[src/rtl/mips32_run_ctrl.sv]
// Run controller for a small MIPS32 core: program load into instruction memory,
// pipeline clear, run with watchdog, drain after halt, and halted/done reporting.
module mips32_run_ctrl #(
  parameter int unsigned ADDR_W    = 10,
  parameter int unsigned FLUSH_CYC = 5,
  parameter int unsigned DRAIN_CYC = 4,
  parameter int unsigned WDOG_W    = 16
) (
  input  logic              clk,
  input  logic              rst,
  input  logic              load_req,
  input  logic              start,
  input  logic              ld_valid,
  input  logic [31:0]       ld_data,
  input  logic              ld_last,
  output logic              ld_ready,
  output logic              imem_we,
  output logic [ADDR_W-1:0] imem_addr,
  output logic [31:0]       imem_wdata,
  input  logic              hlt,
  output logic              fetch_en,
  output logic              pipe_en,
  output logic              pipe_flush,
  output logic              pc_clr,
  output logic              busy,
  output logic              done,
  output logic [1:0]        err,
  output logic [ADDR_W:0]   prog_len,
  output logic [WDOG_W-1:0] run_cycles
);

  localparam logic [2:0] S_IDLE   = 3'd0;
  localparam logic [2:0] S_LOAD   = 3'd1;
  localparam logic [2:0] S_CLEAR  = 3'd2;
  localparam logic [2:0] S_RUN    = 3'd3;
  localparam logic [2:0] S_DRAIN  = 3'd4;
  localparam logic [2:0] S_HALTED = 3'd5;

  localparam int unsigned CNT_MAX = (FLUSH_CYC > DRAIN_CYC) ? FLUSH_CYC : DRAIN_CYC;
  localparam int unsigned CNT_W   = $clog2(CNT_MAX + 1);

  localparam logic [ADDR_W:0]   PROG_FULL = {1'b1, {ADDR_W{1'b0}}};
  localparam logic [WDOG_W-1:0] WDOG_MAX  = {WDOG_W{1'b1}};

  logic [2:0]        state_q, state_d;
  logic [CNT_W-1:0]  cnt_q, cnt_d;
  logic [ADDR_W:0]   prog_len_q, prog_len_d;
  logic [WDOG_W-1:0] run_cycles_q, run_cycles_d;
  logic [1:0]        err_q, err_d;
  logic              fetch_en_q, fetch_en_d;
  logic              pipe_en_q, pipe_en_d;
  logic              pipe_flush_q, pipe_flush_d;
  logic              pc_clr_q, pc_clr_d;
  logic              busy_q, busy_d;
  logic              done_q, done_d;

  logic              full;
  logic              hs;
  logic [WDOG_W-1:0] run_inc;

  // Next-state, counters and the combinational load-port strobes
  always_comb begin
    state_d      = state_q;
    cnt_d        = cnt_q;
    prog_len_d   = prog_len_q;
    run_cycles_d = run_cycles_q;
    err_d        = err_q;

    ld_ready   = (state_q == S_LOAD);
    full       = (prog_len_q == PROG_FULL);
    hs         = ld_valid && ld_ready;
    imem_we    = hs && !full;
    imem_addr  = prog_len_q[ADDR_W-1:0];
    imem_wdata = ld_data;
    run_inc    = (run_cycles_q == WDOG_MAX) ? run_cycles_q : run_cycles_q + WDOG_W'(1);

    case (state_q)
      S_IDLE, S_HALTED: begin
        if (load_req) begin
          state_d    = S_LOAD;
          prog_len_d = '0;
        end else if (start) begin
          state_d      = S_CLEAR;
          cnt_d        = '0;
          run_cycles_d = '0;
          err_d[1]     = 1'b0;
        end
      end
      S_LOAD: begin
        if (hs) begin
          if (full) begin
            err_d[0] = 1'b1;
            state_d  = S_IDLE;
          end else begin
            prog_len_d = prog_len_q + (ADDR_W+1)'(1);
            if (ld_last) state_d = S_IDLE;
          end
        end
      end
      S_CLEAR: begin
        if (cnt_q == CNT_W'(FLUSH_CYC - 1)) begin
          state_d = S_RUN;
          cnt_d   = '0;
        end else begin
          cnt_d = cnt_q + CNT_W'(1);
        end
      end
      S_RUN: begin
        run_cycles_d = run_inc;
        // A halt seen on the watchdog's final cycle still gets a normal drain
        if (hlt) begin
          state_d = S_DRAIN;
          cnt_d   = '0;
        end else if (run_inc == WDOG_MAX) begin
          err_d[1] = 1'b1;
          state_d  = S_HALTED;
        end
      end
      S_DRAIN: begin
        run_cycles_d = run_inc;
        if (cnt_q == CNT_W'(DRAIN_CYC - 1)) begin
          state_d = S_HALTED;
          cnt_d   = '0;
        end else begin
          cnt_d = cnt_q + CNT_W'(1);
        end
      end
      default: state_d = S_IDLE;
    endcase

    fetch_en_d   = (state_d == S_RUN);
    pipe_en_d    = (state_d == S_CLEAR) || (state_d == S_RUN) || (state_d == S_DRAIN);
    pipe_flush_d = (state_d == S_CLEAR);
    pc_clr_d     = (state_d == S_CLEAR);
    busy_d       = (state_d != S_IDLE) && (state_d != S_HALTED);
    done_d       = (state_d == S_HALTED);
  end

  always_ff @(posedge clk or posedge rst) begin
    if (rst) begin
      state_q      <= S_IDLE;
      cnt_q        <= '0;
      prog_len_q   <= '0;
      run_cycles_q <= '0;
      err_q        <= '0;
      fetch_en_q   <= 1'b0;
      pipe_en_q    <= 1'b0;
      pipe_flush_q <= 1'b0;
      pc_clr_q     <= 1'b0;
      busy_q       <= 1'b0;
      done_q       <= 1'b0;
    end else begin
      state_q      <= state_d;
      cnt_q        <= cnt_d;
      prog_len_q   <= prog_len_d;
      run_cycles_q <= run_cycles_d;
      err_q        <= err_d;
      fetch_en_q   <= fetch_en_d;
      pipe_en_q    <= pipe_en_d;
      pipe_flush_q <= pipe_flush_d;
      pc_clr_q     <= pc_clr_d;
      busy_q       <= busy_d;
      done_q       <= done_d;
    end
  end

  assign fetch_en   = fetch_en_q;
  assign pipe_en    = pipe_en_q;
  assign pipe_flush = pipe_flush_q;
  assign pc_clr     = pc_clr_q;
  assign busy       = busy_q;
  assign done       = done_q;
  assign err        = err_q;
  assign prog_len   = prog_len_q;
  assign run_cycles = run_cycles_q;

endmodule

[config.mk]
export PLATFORM = sky130hd
export DESIGN_NAME = mips32_run_ctrl
export DESIGN_NICKNAME = d
export VERILOG_FILES = /design/src/rtl/mips32_run_ctrl.sv
export SDC_FILE = /design/constraint.sdc
export NUM_CORES = 1
export LEC_CHECK = 0
export ABC_CLOCK_PERIOD_IN_PS = 3300
export CAP_MARGIN = 20
export CORE_AREA = 5 5 88 90
export DETAILED_ROUTE_END_ITERATION = 10
export DIE_AREA = 0 0 93 95
export PLACE_DENSITY = 0.89
export SYNTH_ARGS = -nofsm -noshare
export SYNTH_HDL_FRONTEND = slang
export SYNTH_SLANG_ARGS = --single-unit
[constraint.sdc]
create_clock -name clk -period 3.3 [get_ports clk]
set_clock_uncertainty 0.2 [all_clocks]
set_input_delay 0.66 -clock clk [delete_from_list [all_inputs] [get_ports clk]]
set_output_delay 0.66 -clock clk [all_outputs]
set_load 0.01 [all_outputs]
==> results of run 1 <==
## worst max-delay path, delay by kind of cell (launching register included)
family                     cells  cell delay, ns
and+or+nand+nor                4            1.06
DFF                            1            0.48
AOI/OAI and AO/OA              3            0.44
muxes                          1            0.35
adders and majority gates      1            0.36
## cells by family (layout without fill, tap and decap cells)
| family | count (synthesis) | in the layout | share of synthesized area (%) |
|---|---|---|---|
| buffers and inverters | 65 | 78 | 15.9 |
| DFF | 40 | 40 | 35.4 |
| adders and majority gates | 7 | 7 | 3.10 |
| muxes | 4 | 4 | 1.64 |
| AOI/OAI and AO/OA | 67 | 67 | 16.1 |
| xor gates and xnor gates | 9 | 9 | 2.79 |
| and+or+nand+nor | 130 | 130 | 25.0 |
## routing by layer
layer | vias to the layer above | part of all wire, % | track usage [%]
met1 | 1162 | 42 | 20.5
met5 | - | 0 | 0
met4 | 0 | 2.2 | 5.86
met2 | 131 | 47 | 25.4
li1 | 1123 | - | -
met3 | 20 | 8.7 | 4.62
## layout make-up
type	count	area, sq um	share of cell area [%]
Inverter	9	33.8	1.05
Clock buffer	5	68.8	2.14
Multi-Input combinational cell	217	1380	42.8
Timing Repair Buffer	61	591	18.3
Tap cell	82	103	3.19
Clock inverter	3	46.3	1.44
Sequential cell	40	1000	31.1
## state kept, by name (all words and copies together), names as in the netlist
signal	cells
fetch_en	1
state_q	3
busy	1
pipe_en	1
pc_clr	1
run_cycles	16
err	2
done	1
cnt_q	3
prog_len	11
## report_power, final
group          total, W  internal (W)  leakage [nW]  switching, W
sequential     0.000735      0.000586         0.539      0.000149
combinational  0.000917      0.000411         0.709      0.000505
clock          0.000415      0.000228        0.0548      0.000187
total           0.00207       0.00122          1.30      0.000841
## worst paths after layout
kind	end	start	depth (start not counted)
min	err[0]	err[0]	1
max reg2reg	busy	run_cycles[0]	9
max in group asynchronous	run_cycles[1]	rst	3
max	busy	run_cycles[0]	9
min in group asynchronous	busy	rst	3
min reg2reg	err[0]	err[0]	1
## stage by stage
step / hold WS [ns] / std cells / util [%]
2_1_floorplan: 0.300 / 322 / -
3_3_place_gp: 0.257 / 409 / 44.5
3_5_place_dp: 0.269 / 409 / 44.5
4_1_cts: 0.287 / 417 / 46.1
5_1_grt: 0.295 / 417 / 46.1
6_report: 0.286 / 417 / 46.1
## cells in the final DEF, fill, tap and decap left out, types with 3 or more instances in the layout
cell / synthesis / routed
a21oi_1: 20 / 20
a31oi_1: 3 / 3
and2_1: 3 / 3
and3_1: 4 / 4
and4_1: 3 / 3
buf_4: 49 / 8
clkbuf_8: 0 / 5
clkdlybuf4s50_1: 0 / 53
dfrtp_1: 40 / 40
ha_1: 7 / 7
inv_1: 8 / 8
nand2_1: 28 / 28
nand2b_1: 3 / 3
nand3_1: 14 / 14
nand4_1: 8 / 8
nor2_1: 33 / 33
nor2b_1: 5 / 5
nor3_1: 6 / 6
o21ai_0: 17 / 17
o31ai_1: 5 / 5
xor2_1: 7 / 7
==> impl_metrics.py, run 1 <==
metrics = {
    "timing": {
        "finalHoldViolCount": 0,
        "finalCriticalPeriod_ns": 2.99,
        "worst_pin_slew_ns": 0.572,
        "finalWorstSetupSlack_ns": 0.309,
        "rsz0062_at_grt": "false",
        "setup_viol": 0,
        "max_freq_mhz": 334,
        "period_share_pct": 90.6,
        "timing.slew.headroom_pct": 61.7,
        "drv_slew": 0,
        "fin_tns_setup_ns": 0,
    },
    "worst_setup_path": {
        "cp-end-kind": "flip-flop",
        "crit_chain": "ha_1, and4_1, o2111ai_4, mux2_4, nor4_4, nand2_2, nor3_4, o31a_4, o21ai_1",
        "slowest_stage": "dfrtp_1",
        "crit_type": "reg -> reg",
        "required_ns": 3.29,
        "arrival_ns": 2.98,
        "start_kind": "flip-flop",
        "slowest_delay_ns": 0.48,
        "path_max_fanout": 9,
        "reg2reg_slack_ns": 0.31,
    },
    "placement": {
        "io_buffers": 53,
        "routabilityCongestion": 0.990,
        "dp_hpwl_microns": 5030,
        "place_ws_ns": 0.402,
        "postPlaceCellArea_sq_um": 3110,
    },
    "detailed_routing": {
        "dr.first_iter.drc_count": 217,
        "vias": 2436,
        "routedWlPerCell_microns": 16.6,
        "via_per_inst": 5.84,
        "firstDrtPassIters": 5,
        "postRouteAntennaNets": 0,
        "routed_wl_microns": 6910,
        "drc": 0,
    },
    "cells_and_area": {
        "fillers": 651,
        "nNetsFinal": 380,
        "design_area_sq_um": 3220,
        "drive_gt1_share_pct": 10.7,
        "area_delta_synth_final_pct": 13.8,
        "antenna_cells": 0,
    },
    "die": {
        "boundaryPins": 118,
        "core_area_sq_um": 6980,
        "fp.dieArea_sq_um": 8840,
        "die_h_microns": 95,
        "initial_core_util_pct": 40.5,
        "rows": 31,
        "dieWidth_microns": 93,
    },
    "grt": {
        "grt_first_pass_wirelength_microns": 11300,
        "grt_usage_pct": 15.9,
        "grt_max_degree": 41,
        "overflow": 0,
        "grt_pass1_vias": 2296,
        "antenna_found_initial": 0,
    },
    "cts": {
        "cts_tree": "done",
        "cts_buffers": 5,
        "clk_path_buf_depth": 2,
        "cts.htree.levels": 2,
        "clock_sinks": 40,
        "cts_hold_buf": 0,
        "cts-root-buf": "clkbuf_8",
        "clkLatencyLatePin_ns": 0.30,
        "ctsResizeCount": 0,
        "post_cts_buffers": 0,
        "path_clk_slew_ns": 0.09,
    },
    "logic_synthesis": {
        "ys_types": 62,
        "synthCells": 322,
        "synth_warnings": 0,
        "netlist_area_sq_um": 2830,
        "synth_top_area_share_pct": 35.4,
        "synth-seq-area-share_pct": 35.4,
        "syn_area_per_cell_sq_um": 8.79,
        "synth.most_common_cell": "buf_4",
        "syn_nets": 368,
        "ys_ff_latch": 40,
        "synthTopCellsByCount": "buf_4, dfrtp_1, nor2_1",
        "synthFlopType": "dfrtp_1",
        "synth.area.top_cells": "dfrtp_1, buf_4, nor2_1, nand2_1, a21oi_1",
        "async_flop_share_pct": 100,
        "synth_edf_count": 0,
        "synth_area_leader_cell": "dfrtp_1",
    },
    "run_status": {
        "status": "finished, final reports clean",
    },
    "power_and_ir_drop": {
        "p_leak_nw": 1.30,
        "power.density_nw_per_um2": 641,
        "vdd_drop_max_mv": 0.274,
        "finalPower_w": 0.00207,
    },
    "hold_path": {
        "min-delay-path-class": "reg -> reg",
    },
    "run": {
        "cap_violations": 0,
    },
}
No activity file was read; power rests on OpenSTA's default activity.
==> run 2, diff against run 1 <==
MAX_ROUTING_LAYER = met4   (was default)
==> impl_metrics.py, run 2 (synthesized netlist as in run 1, its figures left out) <==
metrics = {
    "cts": {
        "path_clk_slew_ns": 0.09,
        "cts_hold_buf": 0,
        "clkLatencyLatePin_ns": 0.30,
        "cts.htree.levels": 2,
        "clk_path_buf_depth": 2,
        "cts-root-buf": "clkbuf_8",
        "ctsResizeCount": 0,
        "clock_sinks": 40,
        "post_cts_buffers": 0,
        "cts_tree": "done",
        "cts_buffers": 5,
    },
    "hold_path": {
        "min-delay-path-class": "reg -> reg",
        "holdPathStages": 1,
    },
    "power_and_ir_drop": {
        "finalPower_w": 0.00206,
        "vdd_drop_max_mv": 0.198,
        "power.density_nw_per_um2": 641,
        "p_leak_nw": 1.30,
    },
    "detailed_routing": {
        "routed_wl_microns": 6930,
        "vias": 2376,
        "drc": 0,
        "via_per_inst": 5.71,
        "routedWlPerCell_microns": 16.7,
        "firstDrtPassIters": 4,
        "postRouteAntennaNets": 0,
        "dr.first_iter.drc_count": 276,
    },
    "worst_setup_path": {
        "cp-end-kind": "flip-flop",
        "start_kind": "flip-flop",
        "reg2reg_depth": 9,
        "crit_type": "reg -> reg",
        "required_ns": 3.30,
        "arrival_ns": 2.91,
        "path_max_fanout": 9,
    },
    "grt": {
        "grt_first_pass_wirelength_microns": 11500,
        "antenna_found_initial": 0,
        "grt_pass1_vias": 2378,
        "overflow": 0,
        "grt_usage_pct": 16.7,
        "grt_max_degree": 41,
    },
    "timing": {
        "finalHoldViolCount": 0,
        "period_share_pct": 88.2,
        "drv_slew": 0,
        "setup_viol": 0,
        "rsz0062_at_grt": "false",
        "finalCriticalPeriod_ns": 2.91,
        "worst_pin_slew_ns": 0.638,
        "finalWorstSetupSlack_ns": 0.388,
        "fin_tns_setup_ns": 0,
        "timing.slew.headroom_pct": 57.1,
        "max_freq_mhz": 343,
    },
    "die": {
        "initial_core_util_pct": 40.5,
        "boundaryPins": 118,
        "fp.dieArea_sq_um": 8840,
        "rows": 31,
        "core_area_sq_um": 6980,
        "dieWidth_microns": 93,
        "die_h_microns": 95,
    },
    "run_status": {
        "status": "finished, final reports clean",
    },
    "placement": {
        "io_buffers": 53,
        "place_ws_ns": 0.438,
        "dp_hpwl_microns": 5000,
        "routabilityCongestion": 0.965,
    },
    "cells_and_area": {
        "antenna_cells": 0,
        "final_cell_mix": "clkdlybuf4s50_1, dfrtp_1, nor2_1",
        "nNetsFinal": 379,
        "area_delta_synth_final_pct": 13.6,
        "largest_reg_flops": 16,
        "drive_gt1_share_pct": 10.5,
        "mostFrequentLayoutCell": "clkdlybuf4s50_1",
    },
    "run": {
        "cap_violations": 0,
    },
}
## run 2: cell count changes in the layout (fill, tap and decap cells not counted), sizes merged
cell and delta:
clkinv +2, clkinvlp -1, buf -1, inv -1
## run 2: cell type report
class                   instances  area [sq um]
clock buffers                   5          68.8
clock inverters                 3          47.5
fillers                       666          3770
inverters                       9          33.8
multi-input cells             217          1380
flip-flops and latches         40          1000
well taps                      82           103
repair buffers                 60           583
## run 2: power breakdown
group / switching [W] / internal, W / total (W)
registers: 0.000150 / 0.000586 / 0.000736
clock network: 0.000203 / 0.000228 / 0.000431
logic: 0.000491 / 0.000404 / 0.000894
## run 2: layer usage
metal / share of wire (%) / up-vias / global-route usage (%)
met1: 44 / 1126 / 20.3
met2: 46 / 105 / 26.0
met4: 3.0 / 0 / 8.06
met3: 7.6 / 24 / 4.14
met5: 0 / - / -
li1: - / 1121 / -
## run 2: through the flow
step	hold slack (ns)	instance area [sq um]	instances	util, %
floorplan	0.300	2830	322	-
global placement	0.257	3100	408	44.4
detailed placement	0.261	3100	408	44.4
CTS	0.283	3210	416	46.0
global route	0.305	3210	416	46.0
finish	0.280	3210	416	46.0
## run 2: critical path: stages (launching register included)
cell and delay (ns):
dfrtp_1 0.48, ha_1 0.35, and4_1 0.40, o2111ai_4 0.18, mux2_4 0.34, nor4_4 0.30, nand2_2 0.10, nor3_4 0.21
o31a_4 0.18, o21ai_1 0.07
## run 2: final timing paths
path                            slack (ns)           from       endpoint
worst max-delay path                  0.39  run_cycles[0]           busy
worst min register to register        0.28         err[0]         err[0]
max in group asynchronous             1.96            rst       fetch_en
worst min-delay path                  0.28         err[0]         err[0]
worst max register to register        0.39  run_cycles[0]           busy
min in group asynchronous             0.58            rst  run_cycles[1]
==> run 3, diff against run 2 <==
CAP_MARGIN = 40   (was 20)
CORE_AREA = 5 5 86 88   (was 5 5 88 90)
DIE_AREA = 0 0 91 93   (was 0 0 93 95)
DONT_BUFFER_PORTS = 1   (was default)
PLACE_DENSITY = 0.6   (was 0.89)
==> impl_metrics.py, run 3 (synthesized netlist as in run 1, its figures left out) <==
metrics = {
    "cts": {
        "cts_buffers": 5,
        "cts.htree.levels": 2,
        "ctsResizeCount": 0,
        "cts-root-buf": "clkbuf_8",
        "post_cts_buffers": 0,
        "path_clk_slew_ns": 0.08,
        "clock_sinks": 40,
        "cts_tree": "done",
        "cts_hold_buf": 0,
        "clk_path_buf_depth": 2,
        "clkLatencyLatePin_ns": 0.30,
    },
    "run": {
        "cap_violations": 0,
    },
    "cells_and_area": {
        "area_delta_synth_final_pct": -5.22,
        "layout.cells.non_filler": 363,
        "mostFrequentLayoutCell": "dfrtp_1",
        "antenna_cells": 0,
        "largest_reg_flops": 16,
        "final_cell_mix": "dfrtp_1, nor2_1, nand2_1",
        "design_area_sq_um": 2680,
        "nNetsFinal": 328,
        "fillers": 650,
        "drive_gt1_share_pct": 12.7,
    },
    "hold_path": {
        "min-delay-path-class": "in -> async",
    },
    "die": {
        "dieWidth_microns": 91,
        "die_h_microns": 93,
        "rows": 30,
        "core_area_sq_um": 6570,
        "boundaryPins": 118,
        "initial_core_util_pct": 43.1,
        "fp.dieArea_sq_um": 8460,
    },
    "grt": {
        "antenna_found_initial": 0,
        "grt_max_degree": 21,
        "overflow": 0,
        "grt_usage_pct": 15.6,
        "grt_first_pass_wirelength_microns": 10600,
        "grt_pass1_vias": 2031,
    },
    "timing": {
        "rsz0062_at_grt": "false",
        "max_freq_mhz": 340,
        "finalWorstSetupSlack_ns": 0.357,
        "setup_viol": 0,
        "drv_slew": 0,
        "finalHoldViolCount": 0,
        "timing.slew.headroom_pct": 63.2,
        "worst_pin_slew_ns": 0.546,
        "finalCriticalPeriod_ns": 2.94,
        "period_share_pct": 89.2,
        "fin_tns_setup_ns": 0,
    },
    "power_and_ir_drop": {
        "vdd_drop_max_mv": 0.222,
        "finalPower_w": 0.00180,
        "p_leak_nw": 1.11,
        "power.density_nw_per_um2": 670,
    },
    "detailed_routing": {
        "postRouteAntennaNets": 0,
        "via_per_inst": 5.78,
        "dr.first_iter.drc_count": 206,
        "routed_wl_microns": 6470,
        "vias": 2099,
        "firstDrtPassIters": 4,
        "routedWlPerCell_microns": 17.8,
        "drc": 0,
    },
    "placement": {
        "io_buffers": 0,
        "dpl.cell_count": 355,
        "postPlaceCellArea_sq_um": 2590,
        "routabilityCongestion": 0.874,
        "dp_hpwl_microns": 4860,
        "place_ws_ns": 0.368,
    },
    "worst_setup_path": {
        "slowest_delay_ns": 0.48,
        "crit_type": "reg -> reg",
        "crit_chain": "ha_1, and4_1, o2111ai_4, mux2_4, nor4_4, nand2_2, nor3_4, o31a_4, o21ai_1",
        "slowest_stage": "dfrtp_1",
        "arrival_ns": 2.93,
        "cp-end-kind": "flip-flop",
        "required_ns": 3.29,
        "start_kind": "flip-flop",
        "path_max_fanout": 8,
    },
    "run_status": {
        "status": "finished, final reports clean",
    },
}
-- run 3: final timing paths --
path / start / to / slack (ns) / depth (start not counted)
max: run_cycles[1] / busy / 0.36 / 9
min: rst / run_cycles[6] / 0.05 / 1
max reg2reg: run_cycles[1] / busy / 0.36 / 9
min reg2reg: err[0] / err[0] / 0.34 / 1
max in group asynchronous: rst / state_q[1] / 2.23 / 2
min in group clk: ld_valid / err[0] / 0.31 / 1
-- run 3: metrics by stage --
step                util [%]  hold slack (ns)
global route            40.8           0.0881
global placement        39.0            0.320
detailed placement      39.4            0.334
floorplan                  -            0.300
CTS                     40.8           0.0589
finish                  40.8           0.0465
-- run 3: critical path: cells and delay by family, from the launching register on --
family          cells  cell delay (ns)
simple gates        4             1.04
flops               1             0.48
compound gates      3             0.41
fa+ha+maj           1             0.36
mux                 1             0.34
-- run 3: area by class of cell --
cell class,instances,area [sq um],share of cell area (%)
multi-input cells,217,1380,51.4
clock inverters,1,7.51,0.280
flip-flops and latches,40,1000,37.3
repair buffers,9,75.1,2.80
inverters,9,33.8,1.26
well taps,80,100,3.73
clock buffers,7,86.3,3.22
-- run 3: per-layer routing --
layer	up-vias	track usage, %	wire length (microns)
met5	-	-	0
met4	0	4.89	95
met3	17	5.23	518
met2	73	24.2	3020
met1	995	19.4	2830
li1	1014	-	-
-- run 3: power breakdown --
group / total, W / internal (W) / switching [W]
clock network: 0.000346 / 0.000170 / 0.000177
logic: 0.000686 / 0.000264 / 0.000422
registers: 0.000763 / 0.000586 / 0.000177
total: 0.00180 / 0.00102 / 0.000776
